`src/rtl/gat_pkg.sv`:
```
// Shared types for the GAT layer scheduler: FSM state encoding and default watchdog limit.
package gat_pkg;

    typedef enum logic [2:0] {
        S_IDLE      = 3'd0,
        S_WAIT_LOAD = 3'd1,
        S_START     = 3'd2,
        S_RUN       = 3'd3,
        S_NEXT      = 3'd4,
        S_DONE      = 3'd5,
        S_ERR       = 3'd6
    } sched_state_e;

    localparam int TIMEOUT_CYC_DEFAULT = 2 ** 24;

endpackage

```
`src/rtl/gat_layer_scheduler_if.sv`:
```
// Control/status bundle between the register bank, the layer scheduler and the core top.
interface gat_layer_scheduler_if #(
    parameter int TOP_WIDTH = 32,
    parameter int LAYER_W   = 1
);
    logic                 sched_start;
    logic                 h_data_load_done;
    logic                 h_node_load_done;
    logic                 wgt_load_done;
    logic                 core_done;
    logic                 core_start;
    logic [LAYER_W-1:0]   core_layer;
    logic                 wgt_reload_req;
    logic                 sched_busy;
    logic                 sched_done;
    logic                 sched_err;
    logic [TOP_WIDTH-1:0] layer_cycles;
    logic [2:0]           dbg_state;

    modport master (
        output sched_start, h_data_load_done, h_node_load_done, wgt_load_done, core_done,
        input  core_start, core_layer, wgt_reload_req, sched_busy, sched_done, sched_err,
               layer_cycles, dbg_state
    );

    modport slave (
        input  sched_start, h_data_load_done, h_node_load_done, wgt_load_done, core_done,
        output core_start, core_layer, wgt_reload_req, sched_busy, sched_done, sched_err,
               layer_cycles, dbg_state
    );
endinterface

```
`src/rtl/gat_sat_counter.sv`:
```
// Up-counter with synchronous clear that sticks at all-ones instead of wrapping.
module gat_sat_counter #(
    parameter int WIDTH = 8
) (
    input  logic             clk,
    input  logic             rst,
    input  logic             clr,
    input  logic             en,
    output logic [WIDTH-1:0] count
);

    always_ff @(posedge clk) begin
        if (rst || clr) begin
            count <= '0;
        end else if (en && !(&count)) begin
            count <= count + WIDTH'(1);
        end
    end

endmodule

```
`src/rtl/gat_layer_scheduler.sv`:
```
// Runs the GAT core through NUM_LAYERS layers per software start, gating each layer on
// BRAM-load flags, timing each layer and aborting hung phases through a watchdog.
module gat_layer_scheduler
    import gat_pkg::*;
#(
    parameter int TOP_WIDTH   = 32,
    parameter int NUM_LAYERS  = 2,
    parameter int LAYER_W     = (NUM_LAYERS > 1) ? $clog2(NUM_LAYERS) : 1,
    parameter int TIMEOUT_CYC = TIMEOUT_CYC_DEFAULT
) (
    input logic                clk,
    input logic                rst,
    gat_layer_scheduler_if.slave bus
);

    localparam int                 WD_W       = (TIMEOUT_CYC > 2) ? $clog2(TIMEOUT_CYC) : 1;
    localparam logic [WD_W-1:0]    WD_LAST    = WD_W'(TIMEOUT_CYC - 1);
    localparam logic [LAYER_W-1:0] LAST_LAYER = LAYER_W'(NUM_LAYERS - 1);

    sched_state_e         state;
    logic [LAYER_W-1:0]   layer;
    logic                 wgt_seen_low;
    logic                 core_start_q;
    logic                 reload_q;
    logic                 busy_q;
    logic                 done_q;
    logic                 err_q;
    logic [TOP_WIDTH-1:0] layer_cycles_q;

    logic [TOP_WIDTH-1:0] cyc;
    logic [TOP_WIDTH-1:0] cyc_inc;
    logic [WD_W-1:0]      wd;
    logic                 wd_active;
    logic                 wd_expired;
    logic                 load_ready;

    // The watchdog only runs in the two waiting states; any other state clears it,
    // so every entry into WAIT_LOAD or RUN starts from zero.
    assign wd_active  = (state == S_WAIT_LOAD) || (state == S_RUN);
    assign wd_expired = (wd == WD_LAST);
    assign cyc_inc    = (&cyc) ? cyc : cyc + TOP_WIDTH'(1);

    // Layer 0 needs every buffer loaded; later layers only need a fresh weight load.
    assign load_ready = (layer == '0)
        ? (bus.h_data_load_done && bus.h_node_load_done && bus.wgt_load_done)
        : (wgt_seen_low && bus.wgt_load_done);

    gat_sat_counter #(.WIDTH(TOP_WIDTH)) u_cyc_cnt (
        .clk   (clk),
        .rst   (rst),
        .clr   (state != S_RUN),
        .en    (state == S_RUN),
        .count (cyc)
    );

    gat_sat_counter #(.WIDTH(WD_W)) u_wd_cnt (
        .clk   (clk),
        .rst   (rst),
        .clr   (!wd_active),
        .en    (wd_active),
        .count (wd)
    );

    always_ff @(posedge clk) begin
        if (rst) begin
            state          <= S_IDLE;
            layer          <= '0;
            wgt_seen_low   <= 1'b0;
            core_start_q   <= 1'b0;
            reload_q       <= 1'b0;
            busy_q         <= 1'b0;
            done_q         <= 1'b0;
            err_q          <= 1'b0;
            layer_cycles_q <= '0;
        end else begin
            // NOTE: non-blocking default; the START branch overrides it, so the pulse
            // lasts exactly one cycle without a separate clear path.
            core_start_q <= 1'b0;
            unique case (state)
                S_IDLE, S_DONE, S_ERR: begin
                    if (bus.sched_start) begin
                        state        <= S_WAIT_LOAD;
                        layer        <= '0;
                        wgt_seen_low <= 1'b1;
                        busy_q       <= 1'b1;
                        done_q       <= 1'b0;
                        err_q        <= 1'b0;
                    end
                end
                S_WAIT_LOAD: begin
                    if (!bus.wgt_load_done) wgt_seen_low <= 1'b1;
                    if (load_ready) begin
                        state        <= S_START;
                        core_start_q <= 1'b1;
                        reload_q     <= 1'b0;
                    end else if (wd_expired) begin
                        state    <= S_ERR;
                        err_q    <= 1'b1;
                        busy_q   <= 1'b0;
                        reload_q <= 1'b0;
                    end
                end
                S_START: begin
                    state <= S_RUN;
                end
                S_RUN: begin
                    // A completion seen on the expiry cycle still counts as success.
                    if (bus.core_done) begin
                        layer_cycles_q <= cyc_inc;
                        if (layer == LAST_LAYER) begin
                            state  <= S_DONE;
                            done_q <= 1'b1;
                            busy_q <= 1'b0;
                        end else begin
                            state <= S_NEXT;
                        end
                    end else if (wd_expired) begin
                        state  <= S_ERR;
                        err_q  <= 1'b1;
                        busy_q <= 1'b0;
                    end
                end
                S_NEXT: begin
                    state        <= S_WAIT_LOAD;
                    layer        <= layer + LAYER_W'(1);
                    wgt_seen_low <= 1'b0;
                    reload_q     <= 1'b1;
                end
                default: begin
                    state  <= S_IDLE;
                    busy_q <= 1'b0;
                end
            endcase
        end
    end

    assign bus.core_start     = core_start_q;
    assign bus.core_layer     = layer;
    assign bus.wgt_reload_req = reload_q;
    assign bus.sched_busy     = busy_q;
    assign bus.sched_done     = done_q;
    assign bus.sched_err      = err_q;
    assign bus.layer_cycles   = layer_cycles_q;
    assign bus.dbg_state      = state;

endmodule

```
`src/flat_wrapper.sv`:
```
// flat-port wrapper written by rule: the top's interface ports become plain ports
module gat_layer_scheduler_flat import gat_pkg::*;
#(
    parameter int TOP_WIDTH   = 32,
    parameter int NUM_LAYERS  = 2,
    parameter int LAYER_W     = (NUM_LAYERS > 1) ? $clog2(NUM_LAYERS) : 1,
    parameter int TIMEOUT_CYC = TIMEOUT_CYC_DEFAULT
)
  (clk, rst, bus_sched_start, bus_h_data_load_done, bus_h_node_load_done, bus_wgt_load_done, bus_core_done, bus_core_start, bus_core_layer, bus_wgt_reload_req, bus_sched_busy, bus_sched_done, bus_sched_err, bus_layer_cycles, bus_dbg_state);
  gat_layer_scheduler_if #(.TOP_WIDTH(TOP_WIDTH), .LAYER_W(LAYER_W)) bus_i ();
  input logic clk;
  input logic rst;
  input wire logic [$bits(bus_i.sched_start)-1:0] bus_sched_start;
  input wire logic [$bits(bus_i.h_data_load_done)-1:0] bus_h_data_load_done;
  input wire logic [$bits(bus_i.h_node_load_done)-1:0] bus_h_node_load_done;
  input wire logic [$bits(bus_i.wgt_load_done)-1:0] bus_wgt_load_done;
  input wire logic [$bits(bus_i.core_done)-1:0] bus_core_done;
  output wire logic [$bits(bus_i.core_start)-1:0] bus_core_start;
  output wire logic [$bits(bus_i.core_layer)-1:0] bus_core_layer;
  output wire logic [$bits(bus_i.wgt_reload_req)-1:0] bus_wgt_reload_req;
  output wire logic [$bits(bus_i.sched_busy)-1:0] bus_sched_busy;
  output wire logic [$bits(bus_i.sched_done)-1:0] bus_sched_done;
  output wire logic [$bits(bus_i.sched_err)-1:0] bus_sched_err;
  output wire logic [$bits(bus_i.layer_cycles)-1:0] bus_layer_cycles;
  output wire logic [$bits(bus_i.dbg_state)-1:0] bus_dbg_state;
  assign bus_i.sched_start = bus_sched_start;
  assign bus_i.h_data_load_done = bus_h_data_load_done;
  assign bus_i.h_node_load_done = bus_h_node_load_done;
  assign bus_i.wgt_load_done = bus_wgt_load_done;
  assign bus_i.core_done = bus_core_done;
  assign bus_core_start = bus_i.core_start;
  assign bus_core_layer = bus_i.core_layer;
  assign bus_wgt_reload_req = bus_i.wgt_reload_req;
  assign bus_sched_busy = bus_i.sched_busy;
  assign bus_sched_done = bus_i.sched_done;
  assign bus_sched_err = bus_i.sched_err;
  assign bus_layer_cycles = bus_i.layer_cycles;
  assign bus_dbg_state = bus_i.dbg_state;
  gat_layer_scheduler #(.TOP_WIDTH(TOP_WIDTH), .NUM_LAYERS(NUM_LAYERS), .LAYER_W(LAYER_W), .TIMEOUT_CYC(TIMEOUT_CYC)) u_core (.clk(clk), .rst(rst), .bus(bus_i));
endmodule
```
`config.mk`:
```
export PLATFORM = sky130hd
export DESIGN_NAME = gat_layer_scheduler_flat
export DESIGN_NICKNAME = d
export VERILOG_FILES = /design/src/rtl/gat_pkg.sv /design/src/rtl/gat_layer_scheduler_if.sv /design/src/rtl/gat_sat_counter.sv /design/src/rtl/gat_layer_scheduler.sv /design/src/flat_wrapper.sv
export SDC_FILE = /design/constraint.sdc
export NUM_CORES = 1
export LEC_CHECK = 0
export BUFFER_PORTS_ARGS = -buffer_cell sky130_fd_sc_hd__clkbuf_2
export CAP_MARGIN = 20
export CORE_MARGIN = 1
export CORE_UTILIZATION = 50
export DETAILED_ROUTE_END_ITERATION = 12
export PLACE_DENSITY_LB_ADDON = 0.05
export SLEW_MARGIN = 15
export SYNTH_ARGS = -nofsm -noshare
export SYNTH_HDL_FRONTEND = slang
export SYNTH_SLANG_ARGS = --single-unit
```
`constraint.sdc`:
```
create_clock -name clk -period 2 [get_ports clk]
set_input_delay 0.2 -clock clk [delete_from_list [all_inputs] [get_ports clk]]
set_output_delay 0.2 -clock clk [all_outputs]
set_load 0.02 [all_outputs]
```
Word-level counts from Yosys, hierarchy flattened
Cells that the tools add are included.
{"block": "totals", "register_bits": 98, "latch_bits": 0, "ramBits": 0, "rom_bits": 0, "input_bits": 7, "out_inout_bits": 41, "wordCells": 90, "mem_count": 0}
{"block": "classes", "addsub": 3, "multipliers": 0, "div": 0, "order_cmp": 0, "eq_ne": 16, "n_shift": 0, "mux": 29, "n_bitwise": 2, "n_reduce_logical": 29}
{"op": "32-bit by 1-bit adder with 32-bit output, second input constant", "n": 1}
{"op": "32-bit two-way mux", "n": 1}
{"op": "32-bit AND reduction", "n": 1}
{"op": "24-bit by 1-bit adder with 24-bit output, second input constant", "n": 1}
{"op": "24-bit equality test, second input constant", "n": 1}
{"op": "24-bit AND reduction", "n": 1}
{"op": "1-bit two-way mux", "n": 17}
{"op": "3-bit one-hot mux with 5 select lines", "n": 1}
{"op": "3-bit two-way mux", "n": 4}
{"op": "4-bit AND reduction", "n": 3}
{"op": "2-bit != test, second input constant", "n": 5}
{"op": "3-bit equality test, second input constant", "n": 3}
{"op": "3-bit by 2-bit equality test with 1-bit output, second input constant", "n": 2}
{"op": "3-bit by 2-bit != test with 1-bit output, second input constant", "n": 2}
{"op": "1-bit one-hot mux with 2 select lines", "n": 3}
{"op": "1-bit one-hot mux with 3 select lines", "n": 2}
{"op": "2-bit AND reduction", "n": 3}
{"op": "2-bit nonzero test", "n": 3}
{"op": "3-bit nonzero test", "n": 2}
{"op": "1-bit logical AND", "n": 5}
{"op": "1-bit one-hot mux with 4 select lines", "n": 1}
{"op": "2-bit OR reduction", "n": 2}
{"op": "3-bit by 1-bit equality test with 1-bit output, second input constant", "n": 1}
{"op": "1-bit logical NOT", "n": 3}
{"op": "8 further kinds", "n": 11}

Depth between registers and ports, before layout
{"block": "logic_depth", "word_depth": 5, "mapped_depth": 8, "ltp_nobuf": 7}

Modules after synthesis
A second synthesis with hierarchy kept.
{"block": "unflattened", "cells_unflattened": 666, "area_unflattened_um2": 5422.7}
{"mod": "gat_layer_scheduler", "instances": 1, "cells_per_inst": 333, "area_per_inst_um2": 2593.7, "seq_area_each_um2": 840.8}
{"mod": "gat_sat_counter at u_core.u_cyc_cnt", "instances": 1, "cells_per_inst": 194, "area_per_inst_um2": 1636.6, "seq_area_each_um2": 640.6}
{"mod": "gat_sat_counter at u_core.u_wd_cnt", "instances": 1, "cells_per_inst": 139, "area_per_inst_um2": 1192.4, "seq_area_each_um2": 480.5}

Worst setup path before layout
No wires, ideal clock.
{"block": "synth_path", "path_type": "flip-flop to flip-flop", "start": "register u_core.state[0] (netlist: u_core.bus.dbg_state[0])", "end": "register u_core.err_q (netlist: u_core.bus.sched_err)", "t_arrival_ps": 1742, "setup_slack_ps": 124, "stages_incl_launch_ff": 6, "period_less_slack_ps": 1876, "cell_sequence": "dfxtp_1 > buf_2 > inv_1 > fa_1 > o311ai_0 > o31ai_1"}
{"block": "synth_via", "elab_chain_len": 4}
{"element": "start: declaration", "line": "gat_layer_scheduler.sv:20", "source": "sched_state_e state;"}
{"element": "start signal: assignment", "line": "gat_layer_scheduler.sv:66", "source": "state <= S_IDLE;"}
{"element": "start signal: assignment", "line": "gat_layer_scheduler.sv:82", "source": "state <= S_WAIT_LOAD;"}
{"element": "start signal: assignment", "line": "gat_layer_scheduler.sv:93", "source": "state <= S_START;"}
{"element": "3-bit equality test or 3-bit logical NOT (tied branches)", "line": "gat_layer_scheduler.sv:79", "source": "unique case (state)"}
{"element": "3-bit OR reduction", "line": "gat_layer_scheduler.sv:79"}
{"element": "2-bit != test (no source line) or 3-bit nonzero test (tied branches)"}
{"element": "4-bit AND reduction (no source line)"}
{"element": "end signal: assignment", "line": "gat_layer_scheduler.sv:73", "source": "err_q <= 1'b0;"}
{"element": "end signal: assignment", "line": "gat_layer_scheduler.sv:87", "source": "err_q <= 1'b0;"}
{"element": "end signal: assignment", "line": "gat_layer_scheduler.sv:98", "source": "err_q <= 1'b1;"}
{"element": "end: declaration", "line": "gat_layer_scheduler.sv:27", "source": "logic err_q;"}
Parallel ways exist; a longest one is shown, timed or not.
A chain may end at the register's enable or synchronous reset.

Worst setup path after layout
{"block": "layout_path", "start": "register u_core.u_cyc_cnt.count[13]", "end": "register u_core.u_cyc_cnt.count[30]"}
{"block": "layout_via", "elab_chain_len": 3}
{"element": "start: declaration", "line": "gat_sat_counter.sv:9", "source": "output logic [WIDTH-1:0] count"}
{"element": "start signal: assignment", "line": "gat_sat_counter.sv:16", "source": "count <= count + WIDTH'(1);"}
{"element": "parallel branches: the longest is 3 deep, another holds 32-bit by 1-bit adder with 32-bit output"}
Parallel ways; which one is timed is not known.

==> reports/qor.csv <==
metric,value,unit
status,"finished, final reports clean",
synth_top_cell_by_area,dfxtp_1,
power_density,638,nW/µm²
cts-root-buf,clkbuf_8,
cpPeakStageDelay,0.61,ns
crit_path_top_delay_cell,or4_4,
synthFlopType,dfxtp_1,
routedWlPerCell,15.5,µm
cap_violations,0,
numPortBuffers,47,
design.core.area,8890,µm²
dp_hpwl,7.92,mm
leakagePower,0.00199,µW
initial_core_util,52.6,%
drc_errors,0,
async_flop_share,0,%
io_pins,48,
critPathTopFamily,simple AND/OR/NAND/NOR gates,
grt_pass1_vias,3970,
syn_to_final_growth,16.3,%
die_h,98.8,µm
yosysTopAreaCellShare,41.9,%
critPathArrivalTime,2.10,ns
finalHoldViolCount,0,
antenna_left,0,
crit_chain,nand4_1 > or4_4 > nor3_4 > mux2i_1 > nor2_1,
finalSetupViolations,0,
clockBufferDepth,2,
ys_types,59,
h-tree-depth,3,
ir_drop,0.387,mV
clkTransAtPathRegs,0.10,ns
dr.pass1.iters,4,
yosys-top-cells-area,"dfxtp_1 (42%), a21oi_1 (6.4%), xnor2_1 (6.2%)",
cts_tree,done,
final_cell_mix,"dfxtp_1 (97), a21oi_1 (60), nor2_1 (55)",
hold_ws,0.0839,ns
cts_sinks,98,
fp-row-count,34,
hp-class,input port to flop,
crit_required,2.25,ns
numCtsBuffers,9,
postSynthCellCount,550,
dieWidth,98.8,µm
synth-edff-count,0,
drt-total-wl,11.3,mm
antenna_cells,0,
critPathKind,flop to flop,
critPathMaxFanout,6,
place.gp.congestion,0.849,
min_period_over_period,92.5,%
rsz0062_at_grt,no,
vias,4215,
period_minus_slack,1.85,ns
die_area,9750,µm²
yosys_register_bits,98,
ys_seq_area_share,41.9,%
slew_headroom,62.7,%
fillers,827,
final_cells,727,
path_buf_inv,0,
grt_pass1_wl,19.0,mm
postSynthAreaPerCell,8.51,µm²
clock.fmax,0.541,GHz
endpoint_kind,flop,
drtIter0Drc,141,
clk_latency,0.36,ns
antenna_found_initial,0,
drive_gt1_share,22.0,%
yosysWarningCount,0,
grt_max_degree,41,
critPathLaunchType,flop,
viasPerCell,5.80,
overflow,0,
grt.total_usage,24.3,%
layout_commonest_cell,dfxtp_1,
finalClockSkew,0.0127,ns
synth_fp_nets,560,
netlist_area,4680,µm²
slew_viol_final,0,
tightest_slew,0.545,ns
layout.nets,625,
place_inst,711,
## routing by layer
metal  GRT usage (%)  share of wire [%]  vias up
li1                -                  -     2110
met1            30.8                 45     2027
met2            42.3                 51       67
met3            3.33                2.8       11
met4            8.50                1.2        0
met5               0                  0        -
## cell type report
class | instances | area [µm²] | share of cell area, %
multi-input combinational | 402 | 2540 | 46.7
sequential | 98 | 1960 | 36.1
timing repair buffer | 88 | 568 | 10.4
clock buffer | 10 | 138 | 2.53
tap | 108 | 135 | 2.48
inverter | 16 | 60.1 | 1.10
clock inverter | 5 | 40.0 | 0.735
## Yosys cell counts, types with 2 or more instances
| cell type | number |
|---|---|
| mux2i_1 | 5 |
| nor2_2 | 2 |
| nor2b_1 | 2 |
| nand4_2 | 3 |
| buf_1 | 3 |
| or3_1 | 3 |
| inv_1 | 16 |
| o211ai_1 | 2 |
| nand3_1 | 27 |
| nor2_1 | 55 |
| xnor2_1 | 33 |
| o31ai_1 | 7 |
| a31oi_1 | 9 |
| nor3_1 | 13 |
| a21oi_2 | 6 |
| nand4_1 | 18 |
| buf_2 | 10 |
| clkbuf_1 | 17 |
| a311oi_1 | 2 |
| a21oi_1 | 60 |
| buf_6 | 3 |
| ha_1 | 2 |
| dfxtp_1 | 98 |
| nor4_2 | 3 |
| a31o_2 | 2 |
| a211oi_1 | 9 |
| a221o_1 | 2 |
| and4_1 | 7 |
| or4_1 | 4 |
| o21ai_0 | 38 |
| nand2b_1 | 3 |
| xor2_1 | 8 |
| nand2_1 | 32 |
| nor4_1 | 9 |
| and3_1 | 7 |
| nor4_4 | 3 |
| o311ai_0 | 2 |
| and2_1 | 4 |
## registers in the layout, indices dropped and copies added, names as in the netlist, 3 cells and up
register                 flops
u_core.bus.dbg_state         3
u_core.bus.layer_cycles     32
u_core.u_wd_cnt.count       24
u_core.u_cyc_cnt.count      32
## kinds of logic after synthesis
family | Yosys count | share of synthesized area (%)
adders and majority gates | 4 | 1.18
xor gates and xnor gates | 41 | 7.67
and+or+nand+nor | 204 | 24.5
DFF | 98 | 41.9
buffers and inverters | 50 | 4.78
AOI/OAI and AO/OA | 148 | 18.8
muxes | 5 | 1.07
## metrics by stage
| stage | total power (µW) | util (%) | setup TNS [ns] | setup slack (ns) | area, µm² |
|---|---|---|---|---|---|
| 5_1_grt | 3620 | 61.2 | 0 | 0.000128 | 5450 |
| 3_3_place_gp | 2330 | 58.7 | -0.355 | -0.0782 | 5220 |
| 4_1_cts | 3500 | 60.8 | 0 | 0.0150 | 5410 |
| 2_1_floorplan | 2230 | - | 0 | 0.124 | 4680 |
| 6_report | 3470 | 61.2 | 0 | 0.151 | 5450 |
| 3_5_place_dp | 2340 | 58.7 | -1.11 | -0.123 | 5220 |
## repair_timing
action / in CTS / in global routing
pin swaps: 0 / 1
resized for setup: 2 / 7
cloned: 0 / 0
hold buffers: 0 / 0
buffers inserted: 0 / 1
setup endpoints to repair: 19 / 23
## worst paths after layout
kind                                             startpoint                     endpoint  slack [ns]  depth (start not counted)
worst min-delay path                                    rst        u_core.bus.sched_busy        0.08                          2
worst max register to register   u_core.u_cyc_cnt.count[13]   u_core.u_cyc_cnt.count[30]        0.15                          5
worst min register to register  u_core.bus.layer_cycles[11]  u_core.bus.layer_cycles[11]        0.46                          2
worst max-delay path             u_core.u_cyc_cnt.count[13]   u_core.u_cyc_cnt.count[30]        0.15                          5
## power by group
part / switching, µW / internal [µW]
clock network: 693 / 486
registers: 23.3 / 1970
logic: 180 / 117
Note: power is estimated with default switching activity, not from simulation.
